### src/rtl/bpsk_symbol_scheduler.sv
// BPSK frame scheduler: alternating preamble, MSB-first payload mapped to +/-AMP,
// then zero-level tail, each symbol held for SPS clocks with a first-sample strobe.
module bpsk_symbol_scheduler #(
    parameter int SPS          = 4,
    parameter int AMP          = 100,
    parameter int PREAMBLE_LEN = 8,
    parameter int TAIL_LEN     = 2
) (
    input  logic       clock,
    input  logic       reset,
    input  logic       start,
    input  logic [7:0] frame_len,
    input  logic [7:0] byte_in,
    input  logic       byte_valid,
    output logic       byte_ready,
    output logic [7:0] symbol_out,
    output logic       symbol_strobe,
    output logic       busy,
    output logic       done,
    output logic       underrun
);

    localparam int TW   = (SPS > 1) ? $clog2(SPS) : 1;
    localparam int CMAX = (PREAMBLE_LEN > TAIL_LEN) ? PREAMBLE_LEN : TAIL_LEN;
    localparam int CW   = $clog2(CMAX + 1);
    localparam logic [7:0] POS = AMP[7:0];
    localparam logic [7:0] NEG = 8'(-AMP);

    typedef enum logic [1:0] {S_IDLE, S_PREAMBLE, S_PAYLOAD, S_TAIL} state_t;

    state_t          state_q, state_d;
    logic [TW-1:0]   timer_q, timer_d;
    logic [CW-1:0]   sym_cnt_q, sym_cnt_d;
    logic [7:0]      len_q, len_d;
    logic [7:0]      fc_q, fc_d;
    logic [7:0]      bc_q, bc_d;
    logic            hv_q, hv_d;
    logic [7:0]      hold_q, hold_d;
    logic [7:0]      shift_q, shift_d;
    logic [2:0]      bit_cnt_q, bit_cnt_d;
    logic            need_q, need_d;
    logic [7:0]      sym_q, sym_d;
    logic            strobe_q, strobe_d;
    logic            busy_q, busy_d;
    logic            done_q, done_d;
    logic            underrun_q, underrun_d;
    logic            pay_step;

    assign byte_ready    = busy_q & ~hv_q & (fc_q < len_q);
    assign symbol_out    = sym_q;
    assign symbol_strobe = strobe_q;
    assign busy          = busy_q;
    assign done          = done_q;
    assign underrun      = underrun_q;

    always_comb begin
        state_d    = state_q;
        timer_d    = timer_q;
        sym_cnt_d  = sym_cnt_q;
        len_d      = len_q;
        fc_d       = fc_q;
        bc_d       = bc_q;
        hv_d       = hv_q;
        hold_d     = hold_q;
        shift_d    = shift_q;
        bit_cnt_d  = bit_cnt_q;
        need_d     = need_q;
        sym_d      = sym_q;
        strobe_d   = 1'b0;
        busy_d     = busy_q;
        done_d     = 1'b0;
        underrun_d = 1'b0;
        pay_step   = 1'b0;

        if (byte_valid && byte_ready) begin
            hv_d   = 1'b1;
            hold_d = byte_in;
            fc_d   = fc_q + 8'd1;
        end

        if (state_q == S_IDLE) begin
            if (start) begin
                state_d   = S_PREAMBLE;
                len_d     = frame_len;
                timer_d   = '0;
                sym_cnt_d = '0;
                fc_d      = '0;
                bc_d      = '0;
                hv_d      = 1'b0;
                need_d    = 1'b1;
                sym_d     = POS;
                strobe_d  = 1'b1;
                busy_d    = 1'b1;
            end
        end else if (timer_q != TW'(SPS - 1)) begin
            timer_d = timer_q + TW'(1);
        end else begin
            timer_d  = '0;
            strobe_d = 1'b1;
            case (state_q)
                S_PREAMBLE: begin
                    if (sym_cnt_q == CW'(PREAMBLE_LEN - 1)) begin
                        sym_cnt_d = '0;
                        if (len_q == 8'd0) begin
                            state_d = S_TAIL;
                            sym_d   = '0;
                        end else begin
                            state_d  = S_PAYLOAD;
                            pay_step = 1'b1;
                        end
                    end else begin
                        sym_cnt_d = sym_cnt_q + CW'(1);
                        sym_d     = sym_cnt_q[0] ? POS : NEG;
                    end
                end
                S_PAYLOAD: pay_step = 1'b1;
                S_TAIL: begin
                    sym_d = '0;
                    if (sym_cnt_q == CW'(TAIL_LEN - 1)) begin
                        state_d   = S_IDLE;
                        busy_d    = 1'b0;
                        done_d    = 1'b1;
                        strobe_d  = 1'b0;
                        sym_cnt_d = '0;
                    end else begin
                        sym_cnt_d = sym_cnt_q + CW'(1);
                    end
                end
                default: ;
            endcase
        end

        // need_q marks a pending byte load (first payload symbol or an underrun retry)
        if (pay_step) begin
            if (!need_q && bit_cnt_q == 3'd0 && bc_q == len_q) begin
                state_d   = S_TAIL;
                sym_cnt_d = '0;
                sym_d     = '0;
            end else if (need_q || bit_cnt_q == 3'd0) begin
                if (hv_q) begin
                    shift_d   = hold_q;
                    bit_cnt_d = 3'd7;
                    sym_d     = hold_q[7] ? POS : NEG;
                    hv_d      = 1'b0;
                    bc_d      = bc_q + 8'd1;
                    need_d    = 1'b0;
                end else begin
                    sym_d      = '0;
                    underrun_d = 1'b1;
                    need_d     = 1'b1;
                end
            end else begin
                shift_d   = shift_q << 1;
                bit_cnt_d = bit_cnt_q - 3'd1;
                sym_d     = shift_q[6] ? POS : NEG;
            end
        end
    end

    always_ff @(posedge clock) begin
        if (reset) begin
            state_q    <= S_IDLE;
            timer_q    <= '0;
            sym_cnt_q  <= '0;
            len_q      <= '0;
            fc_q       <= '0;
            bc_q       <= '0;
            hv_q       <= 1'b0;
            hold_q     <= '0;
            shift_q    <= '0;
            bit_cnt_q  <= '0;
            need_q     <= 1'b0;
            sym_q      <= '0;
            strobe_q   <= 1'b0;
            busy_q     <= 1'b0;
            done_q     <= 1'b0;
            underrun_q <= 1'b0;
        end else begin
            state_q    <= state_d;
            timer_q    <= timer_d;
            sym_cnt_q  <= sym_cnt_d;
            len_q      <= len_d;
            fc_q       <= fc_d;
            bc_q       <= bc_d;
            hv_q       <= hv_d;
            hold_q     <= hold_d;
            shift_q    <= shift_d;
            bit_cnt_q  <= bit_cnt_d;
            need_q     <= need_d;
            sym_q      <= sym_d;
            strobe_q   <= strobe_d;
            busy_q     <= busy_d;
            done_q     <= done_d;
            underrun_q <= underrun_d;
        end
    end

endmodule

### config.mk
export PLATFORM = sky130hd
export DESIGN_NAME = bpsk_symbol_scheduler
export DESIGN_NICKNAME = d
export VERILOG_FILES = /design/src/rtl/bpsk_symbol_scheduler.sv
export SDC_FILE = /design/constraint.sdc
export NUM_CORES = 1
export LEC_CHECK = 0
export ABC_CLOCK_PERIOD_IN_PS = 3070
export BUFFER_PORTS_ARGS = -buffer_cell sky130_fd_sc_hd__buf_2
export CAP_MARGIN = 20
export CORE_MARGIN = 4
export CORE_UTILIZATION = 40
export DETAILED_ROUTE_END_ITERATION = 8
export MAX_ROUTING_LAYER = met4
export PLACE_DENSITY = 0.69
export SLEW_MARGIN = 20
export SYNTH_ARGS = -nofsm -noshare
export SYNTH_HDL_FRONTEND = slang
export SYNTH_SLANG_ARGS = --single-unit
export TNS_END_PERCENT = 10
### constraint.sdc
create_clock -name clock -period 3.07 [get_ports clock]
set_input_delay 0.1535 -clock clock [delete_from_list [all_inputs] [get_ports clock]]
set_output_delay 0.1535 -clock clock [all_outputs]
set_load 0.01 [all_outputs]
## Yosys cells after proc, flatten, opt, wreduce, memory -nomap -nowiden

Cells that the tools add are included.

| operators by class | value |
|---|---|
| mux-type cells | 75 |
| bitwise logic cells | 7 |
| eq/ne operators | 13 |
| shifts and indexed selects | 0 |
| order comparisons | 1 |
| add/subtract/negate cells | 5 |
| divide/modulo/power cells | 0 |
| reductions and logical operators | 17 |
| $mul | 0 |

Operators by type and width:

| operator | count |
|---|---|
| $mux W8 | 21 |
| $mux W1 | 29 |
| $mux W4 | 7 |
| $mux W2 | 10 |
| $add A8 B1 Y8 const B | 2 |
| $pmux W8 S2 | 1 |
| $mux W7 | 2 |
| $eq A8 B8 Y1 | 1 |
| $logic_not A8 Y1 | 1 |
| $lt A8 B8 Y1 | 1 |
| $ne A2 B2 Y1 const B | 4 |
| $pmux W4 S2 | 1 |
| $reduce_and A4 Y1 | 2 |
| $reduce_or A4 Y1 | 2 |
| $mux W3 | 2 |
| $ne A3 B3 Y1 const B | 2 |
| $ne A5 B5 Y1 const B | 1 |
| $not A1 Y1 | 5 |
| $add A4 B1 Y4 const B | 1 |
| $eq A2 B2 Y1 const B | 2 |
| $eq A4 B1 Y1 const B | 1 |
| $eq A4 B3 Y1 const B | 1 |
| $pmux W2 S2 | 1 |
| $reduce_bool A2 Y1 | 2 |
| 13 further kinds | 16 |

| storage, ports and cells | value |
|---|---|
| bits in writable memories | 0 |
| word-level logic and storage cells | 134 |
| bits in latches | 0 |
| input bits | 20 |
| memories | 0 |
| output and inout bits | 13 |
| memory bits (read-only) | 0 |
| bits in registers | 64 |

## Longest topological paths before layout

Gate-level depths: netlist of run 1.

| logic depth | value |
|---|---|
| depth in word-level cells | 11 |
| gate-level depth with buffers | 9 |
| mapped depth without buffers | 8 |

## Least setup slack after synthesis of run 1

No wires, ideal clock.

| timing | value |
|---|---|
| path kind | register to register |
| from | register len_q[3] |
| to | register hold_q[0] |
| data arrival time | 2029 ps |
| stages on the path, launching flop included | 10 |
| slack | 913 ps |
| clock period less this slack | 2157 ps |
| required time | 2942 ps |
| cells stage by stage | dfxtp_1 > inv_1 > ha_1 > a211o_1 > a21oi_1 > o21ai_0 > a21oi_1 > buf_2 > mux2i_1 > nor2_1 |

| on the way | value |
|---|---|
| word-level cells in the longest chain between the ends | 3 |

RTL lines:

| element | line | RTL |
|---|---|---|
| start, declared | 34 | `logic [7:0] len_q, len_d;` |
| start signal, assigned | 182 | `len_q <= len_d;` |
| $lt A8 B8 Y1 | 49 | `assign byte_ready = busy_q & ~hv_q & (fc_q < len_q);` |
| $and A1 B1 Y1 | 49 |  |
| $logic_and A1 B1 Y1 | 75 | `if (byte_valid && byte_ready) begin` |
| end signal, assigned | 186 | `hold_q <= hold_d;` |
| end, declared | 38 | `logic [7:0] hold_q, hold_d;` |

No other way between the ends.
A chain may end at the register's enable or synchronous reset.

## Worst setup path after layout of run 1

| timing | value |
|---|---|
| from | register state_q[1] |
| to | register bc_q[7] |

| on the way | value |
|---|---|
| word-level cells in the longest chain between the ends | 6 |
| elaborated cells between the ends (all ways) | 11 |
| those cells by class | eq/ne: 2; mux: 8; reduce/logical: 1 |

RTL lines:

| element | line | RTL |
|---|---|---|
| start, declared | 31 | `state_t state_q, state_d;` |
| start signal, assigned | 179 | `state_q <= state_d;` |
| $logic_not A2 Y1 | 81 | `if (state_q == S_IDLE) begin` |
| $mux W8 | 81 |  |
| $mux W8 | 140 | `if (hv_q) begin` |
| $mux W8 | 139 | `end else if (need_q \|\| bit_cnt_q == 3'd0) begin` |
| $mux W8 | 135 | `if (!need_q && bit_cnt_q == 3'd0 && bc_q == len_q) begin` |
| $mux W8 * | 134 | `if (pay_step) begin` |
| end signal, assigned | 167 | `bc_q <= '0;` |
| end signal, assigned | 184 | `bc_q <= bc_d;` |
| end, declared | 36 | `logic [7:0] bc_q, bc_d;` |

Every way passes the cells marked *; elsewhere a longest branch is shown, timed or not.

==> results of run 1 <==
-- flip-flops by register name, indices dropped and copies added (netlist names), 2 cells and up --
name / count
hold_q: 8
bit_cnt_q: 3
shift_q: 7
sym_cnt_q: 4
fc_q: 8
bc_q: 8
len_q: 8
state_q: 2
symbol_out: 3
timer_q: 2
-- worst min-delay path, stage by stage --
cell	delay (ns)
buf_2	0.08
mux2i_1	0.05
nor2_1	0.07
-- worst max path at each step --
stage	end	slack, ns	startpoint
after floorplan	hold_q[0]$_SDFFE_PP0N_	0.91	len_q[3]$_SDFFE_PP0P_
after global placement	bc_q[6]$_SDFF_PP0_	0.82	state_q[0]$_SDFF_PP0_
after detailed placement	bc_q[4]$_SDFF_PP0_	0.73	state_q[0]$_SDFF_PP0_
after CTS	bc_q[4]$_SDFF_PP0_	0.71	state_q[1]$_SDFF_PP0_
after global routing	bc_q[4]$_SDFF_PP0_	0.53	state_q[1]$_SDFF_PP0_
final	bc_q[7]$_SDFF_PP0_	0.70	state_q[1]$_SDFF_PP0_
-- layout by cell type, fill, tap and decap left out, types with 3 or more instances in the layout --
| master | synthesis | final |
|---|---|---|
| a311oi_1 | 8 | 8 |
| buf_2 | 2 | 30 |
| a31oi_1 | 9 | 9 |
| o21ai_0 | 13 | 13 |
| nand3b_1 | 6 | 6 |
| nor2_1 | 43 | 43 |
| nor3b_1 | 4 | 4 |
| mux2i_1 | 9 | 9 |
| dfxtp_1 | 59 | 59 |
| nand4_1 | 3 | 3 |
| clkinvlp_4 | 0 | 3 |
| or3_1 | 6 | 6 |
| xnor2_1 | 10 | 10 |
| nor2b_1 | 3 | 3 |
| nor3_1 | 9 | 9 |
| buf_4 | 6 | 7 |
| and3_1 | 4 | 4 |
| nand3_1 | 18 | 18 |
| clkbuf_8 | 0 | 10 |
| a21oi_1 | 34 | 34 |
| a211oi_1 | 6 | 6 |
| ha_1 | 18 | 18 |
| nand2b_1 | 12 | 12 |
| nand2_1 | 53 | 53 |
| a31o_2 | 3 | 3 |
| inv_1 | 14 | 14 |
-- power by group through the flow --
stage | Clock, uW | Combinational (uW) | Sequential, uW
floorplan | 0 | 135 | 823
global placement | 0 | 184 | 826
detailed placement | 0 | 186 | 827
CTS | 667 | 187 | 809
global route | 697 | 209 | 812
finish | 639 | 186 | 809
-- cell type report --
type	instances	area [um2]	area share, %
Clock buffer	10	138	3.86
Timing Repair Buffer	37	203	5.68
Inverter	14	52.6	1.47
Multi-Input combinational cell	299	1820	51.1
Clock inverter	6	41.3	1.16
Tap cell	102	128	3.58
Sequential cell	59	1180	33.1
-- stage by stage --
stage	instance area [um2]	worst slack (ns)	total power, uW
finish	3570	0.703	1630
global route	3570	0.527	1720
CTS	3570	0.712	1660
detailed placement	3390	0.733	1010
global placement	3390	0.822	1010
floorplan	3190	0.913	958
-- per-layer routing --
metal | global-route usage (%) | wire length [um]
met4 | 5.22 | 89
met3 | 4.88 | 397
met5 | - | 0
met2 | 24.2 | 3260
met1 | 19.2 | 3280
-- cell families (layout without fill, tap and decap cells) --
group / count (synthesis) / after routing / synth area share, %
other cells: 1 / 2 / 0.118
flops: 59 / 59 / 37.1
mux: 9 / 9 / 2.83
simple gates: 172 / 172 / 26.3
fa+ha+maj: 18 / 18 / 7.07
xor+xnor: 11 / 11 / 3.03
compound gates: 87 / 87 / 17.8
buf+inv: 40 / 67 / 5.74
==> out/metrics.cfg, run 1 <==
[clocking]
cts_setup_buffers=0
clk_latency_ns=0.35
cts_hold_buf=0
cts_root_buffer=clkbuf_8
cts.htree.levels=3
cts_num_sinks=59
cts_resized=0
cts_tree=done
cts.clk_slew.worst_paths_ns=0.08
cts_made_buffers=9
cts_buffer_depth=2

[finish]
fin_util_pct=46.2
fillers=757
antenna_cells=0
drive_gt1_share_pct=14.8
syn_to_final_growth_pct=12.0
nNetsFinal=458
fin_cells=527

[detailed_routing]
drc=0
wire_per_inst_um=13.3
dr_total_vias=2811
wl_um=7030
via_per_inst=5.33
drt_iter0_markers=139
dr.pass1.iters=4
drt.antenna.violating_nets=0

[critical_path]
regToRegSetupSlack_ns=0.70
cp_slowest_stage_delay_ns=0.48
crit_type=reg -> reg
r2r_start=state_q[1]$_SDFF_PP0_
cp_top_family=simple AND/OR/NAND/NOR gates
timing.rr.end=bc_q[7]$_SDFF_PP0_
slowest_stage=or3_4
path_buf_inv=1
reg2reg_depth=8
crit_chain=inv_1 > ha_1 > nand4b_1 > a21oi_2 > o211ai_4 > or3_4 > or3_1 > a31oi_1
crit_fanout=11
worst_setup_path_start_kind=register
crit_arrival_ns=2.64
cp.required_ns=3.34
path_depth=8
cp-end-kind=register

[logic_synthesis]
synth_common_cells=dfxtp_1, nand2_1, nor2_1
yosys_warnings=0
ys_seq_area_share_pct=37.1
ys_types=51
ys.flop_type=dfxtp_1
synth_top_area_share_pct=37.1
syn_inst=397
ys_top_cells_by_area=dfxtp_1, ha_1, nand2_1
syn_area_per_cell_um2=8.02
yosys.area.top_type=dfxtp_1
ys_seq_elements=59
async_flop_share_pct=0
syn_area_um2=3180
synth_edf_count=0
synth_most_common_cell=dfxtp_1

[global_routing]
grt_pass1_wl_um=11800
antenna_found_initial=0
grt_max_degree=33
grt-ovfl-total=0
first_global_vias=2590
track_usage_pct=15.6

[die]
rows=32
core_area_um2=7730
start_util_pct=41.2
die_y_um=97.2
fp.dieW_um=97.2
ios=33
die_area_um2=9450

[place]
numPortBuffers=30
place_congestion=0.907
place_inst=511
dp.final_hpwl_um=5070

[timing]
finalClockSkew_ns=0.0130
rsz0062_at_grt=no
holdWs_ns=0.0399
fmax_ghz=0.422
setup_violations=0
tightest_slew_ns=0.677
drv_slew=0
fin_crit_sh_pct=77.1
final.setup.tns_ns=0
slew-limit-headroom_pct=54.4
final.min_clock_period_ns=2.37
hold_violations=0

[power_and_ir_drop]
powerDensity_nw_per_um2=458
p_seq_share_pct=49.5
p_switching_uw=462
leakagePower_uw=0.00135
p_comb_share_pct=11.4
internal_power_uw=1170
peakVddDrop_v=0.000277
p_sw_share_pct=28.3
clock_power_share_pct=39.1

[hold_path]
min_delay_path_depth=3
holdPathEnd=hold_q[1]$_SDFFE_PP0N_
min-delay-start=byte_in[1]
hp-class=in -> reg

[outcome]
status=finished clean

[run]
cap_violations=0

(Power assumes the default switching activity.)
==> run 2: changes to the inputs <==
--- a/config.mk
+++ b/config.mk
@@ -5,7 +5,7 @@
 export SDC_FILE = /design/constraint.sdc
 export NUM_CORES = 1
 export LEC_CHECK = 0
-export ABC_CLOCK_PERIOD_IN_PS = 3070
+export ABC_CLOCK_PERIOD_IN_PS = 2450
 export BUFFER_PORTS_ARGS = -buffer_cell sky130_fd_sc_hd__buf_2
 export CAP_MARGIN = 20
 export CORE_MARGIN = 4
==> constraint.sdc (replaced) <==
create_clock -name clock -period 2.45 [get_ports clock]
set_input_delay 0.1225 -clock clock [delete_from_list [all_inputs] [get_ports clock]]
set_output_delay 0.1225 -clock clock [all_outputs]
set_load 0.01 [all_outputs]
==> out/metrics.cfg, run 2 (synthesis gave the netlist of run 1 again) <==
[outcome]
status=finished clean

[place]
place_congestion=0.855  ; -5.7%
post-place-ws_ns=0.140  ; -0.593 ns
dpl-instance-area_um2=3510  ; +3.5%
numPortBuffers=30  ; unchanged
dp.final_hpwl_um=5350  ; +5.6%

[detailed_routing]
dr_total_vias=2890  ; +2.8%
drc=0  ; unchanged
via_per_inst=5.33  ; about the same
wl_um=7500  ; +6.6%
wire_per_inst_um=13.8  ; +3.7%
dr.pass1.iters=4  ; unchanged
drt.antenna.violating_nets=0  ; unchanged
drt_iter0_markers=136  ; -2.2%

[global_routing]
grt-ovfl-total=0  ; unchanged
grt_pass1_wl_um=12800  ; +8.1%
track_usage_pct=16.5  ; +0.95 points
grt_max_degree=33  ; unchanged
antenna_found_initial=0  ; unchanged
first_global_vias=2806  ; +8.3%

[timing]
tightest_slew_ns=0.689  ; +0.0113 ns
setup_ws_ns=0.165  ; -0.538 ns
setup_violations=0  ; unchanged
finalClockSkew_ns=0.00900  ; -0.00403 ns
fin_crit_sh_pct=93.3  ; +16 points
hold_violations=0  ; unchanged
final.min_clock_period_ns=2.28  ; -0.0822 ns
rsz0062_at_grt=yes
slew-limit-headroom_pct=53.8  ; -0.59 points
fmax_ghz=0.438  ; +3.6%
drv_slew=0  ; unchanged

[clocking]
cts_buffer_depth=2  ; unchanged
cts_made_buffers=9  ; unchanged
cts_setup_buffers=0  ; unchanged
cts_root_buffer=clkbuf_8
cts_hold_buf=0  ; unchanged
cts_num_sinks=59  ; unchanged
cts.clk_slew.worst_paths_ns=0.08  ; about the same
cts_tree=done
clk_latency_ns=0.34  ; about the same
cts.htree.levels=3  ; unchanged

[critical_path]
crit_arrival_ns=2.55  ; -0.09 ns
crit_fanout=11  ; unchanged
cp-end-kind=register
r2r_start=sym_cnt_q[1]$_SDFF_PP0_
startpoint=sym_cnt_q[1]$_SDFF_PP0_
crit_type=reg -> reg
worst_setup_path_start_kind=register
cp.required_ns=2.71  ; -0.63 ns

[finish]
fin_area_um2=3720  ; +4.4%
layout_commonest_cell=dfxtp_1
drive_gt1_share_pct=18.9  ; +4.0 points
fin_util_pct=48.2  ; +2.0 points
regArea_um2=1180  ; +0.11%
final_cell_mix=dfxtp_1, nand2_1, nor2_1, a21oi_1, buf_2
fillers=750  ; -0.92%
nNetsFinal=473  ; +3.3%
multiInputGateArea_um2=1850  ; +1.2%
antenna_cells=0  ; unchanged
syn_to_final_growth_pct=17.0

[power_and_ir_drop]
p_comb_share_pct=12.3  ; +0.9 points
powerDensity_nw_per_um2=582  ; +27%
p_seq_share_pct=46.6  ; -2.9 points
power_uw=2170  ; +33%
leakagePower_uw=0.00144  ; +6.6%
internal_power_uw=1570  ; +34%
p_switching_uw=600  ; +30%
clock_power_share_pct=41.1  ; +2.0 points
peakVddDrop_v=0.000449  ; +62%
p_sw_share_pct=27.6  ; -0.64 points

[die]
die_area_um2=9450  ; unchanged
ios=33  ; unchanged
core_area_um2=7730  ; unchanged
fp.dieW_um=97.2  ; unchanged
rows=32  ; unchanged
start_util_pct=41.2  ; unchanged
die_y_um=97.2  ; unchanged

[hold_path]
hp-class=in -> reg
min-delay-start=byte_in[3]

[run]
cap_violations=0  ; unchanged

run 2: cell types whose count changed in the layout (fill, tap and decap cells not counted), sizes merged:
cell	previous run	this run
bufinv	0	1
buf	37	52
clkinvlp	3	2
clkbuf	10	9
inv	14	15
run 2: critical path: stages (launching register included):
cell      delay, ns
dfxtp_1        0.38
ha_1           0.23
nand4b_1       0.17
a21oi_4        0.21
o211ai_4       0.09
buf_4          0.17
or3_4          0.45
or3_1          0.36
a31oi_1        0.15
run 2: path summary, 6_finish.rpt:
path / slack, ns / endpoint / cells past startpoint
max: 0.17 / bc_q[4]$_SDFF_PP0_ / 8
min: 0.01 / hold_q[3]$_SDFFE_PP0N_ / 3
max reg2reg: 0.17 / bc_q[4]$_SDFF_PP0_ / 8
min reg2reg: 0.47 / shift_q[0]$_SDFFE_PP0P_ / 2
run 2: power by group through the flow:
stage               Sequential (uW)  Combinational [uW]  Clock (uW)
floorplan                      1030                 169           0
global placement               1030                 259           0
detailed placement             1030                 262           0
CTS                            1010                 264         911
global route                   1010                 299         951
finish                         1010                 267         892
run 2: final cells by class:
class	instances	area share, %
clock buffers	9	3.33
clock inverters	7	2.05
inverters	14	1.41
multi-input cells	299	49.6
flip-flops and latches	59	31.7
well taps	102	3.43
repair buffers	52	8.46
run 2: metal layers:
metal / track usage, % / vias up / routed length (um)
li1: - / 1465 / -
met1: 20.7 / 1349 / 3540
met2: 25.8 / 68 / 3520
met3: 4.95 / 8 / 375
met4: 5.01 / 0 / 65
met5: - / - / 0
run 2: what timing repair did:
action                                  4_1_cts  5_1_grt
resized for setup                             0        5
endpoints found under the setup margin        0       10
endpoints found under the hold margin         0        0
run 2: metrics by stage:
stage | TNS, ns | hold WS, ns | instances
global placement | 0 | 0.358 | 526
detailed placement | 0 | 0.367 | 526
finish | 0 | 0.0117 | 542
CTS | 0 | 0.000243 | 542
floorplan | 0 | 0.258 | 398
global route | -0.0399 | 0.0174 | 542
==> run 3: changes to the inputs <==
--- a/config.mk
+++ b/config.mk
@@ -12,7 +12,6 @@
 export CORE_UTILIZATION = 40
 export DETAILED_ROUTE_END_ITERATION = 8
 export MAX_ROUTING_LAYER = met4
-export PLACE_DENSITY = 0.69
 export SLEW_MARGIN = 20
 export SYNTH_ARGS = -nofsm -noshare
 export SYNTH_HDL_FRONTEND = slang
==> out/metrics.cfg, run 3 (synthesis gave the netlist of run 1 again) <==
[clocking]
cts_num_sinks=59  ; unchanged
cts.htree.levels=3  ; unchanged
cts_made_buffers=9  ; unchanged
cts_root_buffer=clkbuf_8
cts_buffer_depth=2  ; unchanged
cts.clk_slew.worst_paths_ns=0.08  ; about the same
cts_tree=done
clk_latency_ns=0.35  ; about the same

[timing]
final.min_clock_period_ns=2.23  ; -0.0539 ns
tightest_slew_ns=0.584  ; -0.104 ns
rsz0062_at_grt=no
hold_violations=0  ; unchanged
finalClockSkew_ns=0.0165  ; +0.00751 ns
slew-limit-headroom_pct=61.0  ; +7.1 points
fmax_ghz=0.448  ; +2.4%
drv_slew=0  ; unchanged
setup_violations=0  ; unchanged
fin_crit_sh_pct=91.1  ; -2.2 points
final.setup.tns_ns=0  ; unchanged

[critical_path]
r2r_start=state_q[0]$_SDFF_PP0_
path_buf_inv=0  ; -1
crit_arrival_ns=2.51  ; -0.04 ns
cp-end-kind=register
crit_fanout=11  ; unchanged
cp_top_family=simple AND/OR/NAND/NOR gates
worst_setup_path_start_kind=register
crit_type=reg -> reg
timing.rr.end=bc_q[7]$_SDFF_PP0_
slowest_stage=or3_4
crit_chain=ha_1 > nand4b_1 > a21oi_2 > o211ai_4 > or3_4 > or3_1 > a31oi_1
cp.required_ns=2.73  ; +0.02 ns
regToRegSetupSlack_ns=0.22  ; +0.05 ns
cp_slowest_stage_delay_ns=0.47  ; +0.02 ns
reg2reg_depth=7  ; -1

[finish]
syn_to_final_growth_pct=17.6
fillers=773  ; +3.1%
fin_cells=544  ; +0.37%
final_cell_mix=dfxtp_1, nand2_1, nor2_1, a21oi_1, buf_2
antenna_cells=0  ; unchanged
layout_commonest_cell=dfxtp_1
nNetsFinal=475  ; +0.42%
drive_gt1_share_pct=17.4  ; -1.4 points

[global_routing]
grt-ovfl-total=0  ; unchanged
grt_pass1_wl_um=12500  ; -2.5%
use_met1_pct=21.2  ; +0.58 points
antenna_found_initial=0  ; unchanged
first_global_vias=2638  ; -6.0%
grt.busiest_layer=met2
grt_max_degree=21  ; -36%
track_usage_pct=16.3  ; -0.23 points
met2_usage_pct=25.0  ; -0.80 points
met3_usage_pct=3.95  ; -1.0 points

[die]
start_util_pct=41.2  ; unchanged
core_area_um2=7730  ; unchanged
fp.dieW_um=97.2  ; unchanged
die_area_um2=9450  ; unchanged
ios=33  ; unchanged
die_y_um=97.2  ; unchanged
rows=32  ; unchanged

[power_and_ir_drop]
powerDensity_nw_per_um2=584  ; +0.21%
peakVddDrop_v=0.000348  ; -22%
leakagePower_uw=0.00144  ; about the same

[detailed_routing]
drt_iter0_markers=77  ; -43%
drt.antenna.violating_nets=0  ; unchanged
dr.pass1.iters=4  ; unchanged
via_per_inst=5.23  ; -1.9%
wl_um=7320  ; -2.4%
drc=0  ; unchanged
dr_total_vias=2847  ; -1.5%
wire_per_inst_um=13.5  ; -2.8%

[hold_path]
holdPathEnd=hold_q[0]$_SDFFE_PP0N_
hp-class=in -> reg
min-delay-start=byte_in[0]
min_delay_path_depth=3  ; unchanged

[place]
place_inst=522  ; -0.76%
place_congestion=0.799  ; -6.5%
numPortBuffers=30  ; unchanged
dp.final_hpwl_um=5270  ; -1.6%

[outcome]
status=finished clean

[run]
cap_violations=0  ; unchanged

run 3: changes by cell type in the layout (fill, tap and decap cells not counted), sizes merged:
cell         change
buf              -4
clkinvlp         +1
dlygate4sd3      +6
inv              -1
run 3: per-layer routing:
layer / vias to the layer above / routed length [um]
met4: 0 / 116
met3: 12 / 370
met2: 64 / 3350
li1: 1463 / -
met1: 1308 / 3480
met5: - / 0
run 3: layout make-up:
cell class              count  area [um2]  share of cell area [%]
flip-flops and latches     59        1180                    31.6
clock buffers               9         124                    3.31
repair buffers             54         345                    9.22
inverters                  14        52.6                    1.40
well taps                 102         128                    3.41
multi-input cells         299        1830                    49.0
clock inverters             7        78.8                    2.10
run 3: timing repair:
item | 4_1_cts | 5_1_grt
hold buffers | 6 | 0
endpoints found under the setup margin | 0 | 5
gates resized for setup | 0 | 3
setup buffers | 0 | 0
hold endpoints to repair | 6 | 0
run 3: worst max path at each step:
stage | startpoint | end | slack [ns] | cells past startpoint
3_3_place_gp | len_q[3]$_SDFFE_PP0P_ | fc_q[5]$_SDFF_PP0_ | 0.28 | 8
5_1_grt | len_q[3]$_SDFFE_PP0P_ | hold_q[0]$_SDFFE_PP0N_ | 0.01 | 9
4_1_cts | sym_cnt_q[0]$_SDFF_PP0_ | bc_q[6]$_SDFF_PP0_ | 0.19 | 7
6_report | state_q[0]$_SDFF_PP0_ | bc_q[7]$_SDFF_PP0_ | 0.22 | 7
2_1_floorplan | len_q[3]$_SDFFE_PP0P_ | hold_q[0]$_SDFFE_PP0N_ | 0.29 | 9
3_5_place_dp | sym_cnt_q[0]$_SDFF_PP0_ | bc_q[6]$_SDFF_PP0_ | 0.22 | 7
run 3: power breakdown:
part	switching, uW	internal [uW]	leakage, uW
Combinational	152	115	0.000871
Sequential	26.9	986	0.000479
Clock	432	474	0.0000916
Total	611	1570	0.00144
run 3: tightest hold or removal path: cells and delay by family:
family | cells | cell delay (ns)
buffers and inverters | 1 | 0.07
multiplexers | 1 | 0.05
AND/OR/NAND/NOR | 1 | 0.07
run 3: per-stage QoR:
step | cell area (um2) | hold WS [ns] | util (%) | setup slack (ns) | power [uW]
floorplan | 3190 | 0.258 | - | 0.293 | 1200
global placement | 3470 | 0.358 | 44.9 | 0.279 | 1290
detailed placement | 3470 | 0.366 | 44.9 | 0.224 | 1290
CTS | 3730 | 0.00593 | 48.3 | 0.193 | 2210
global route | 3740 | 0.0281 | 48.5 | 0.0100 | 2280
finish | 3740 | 0.0205 | 48.5 | 0.219 | 2190
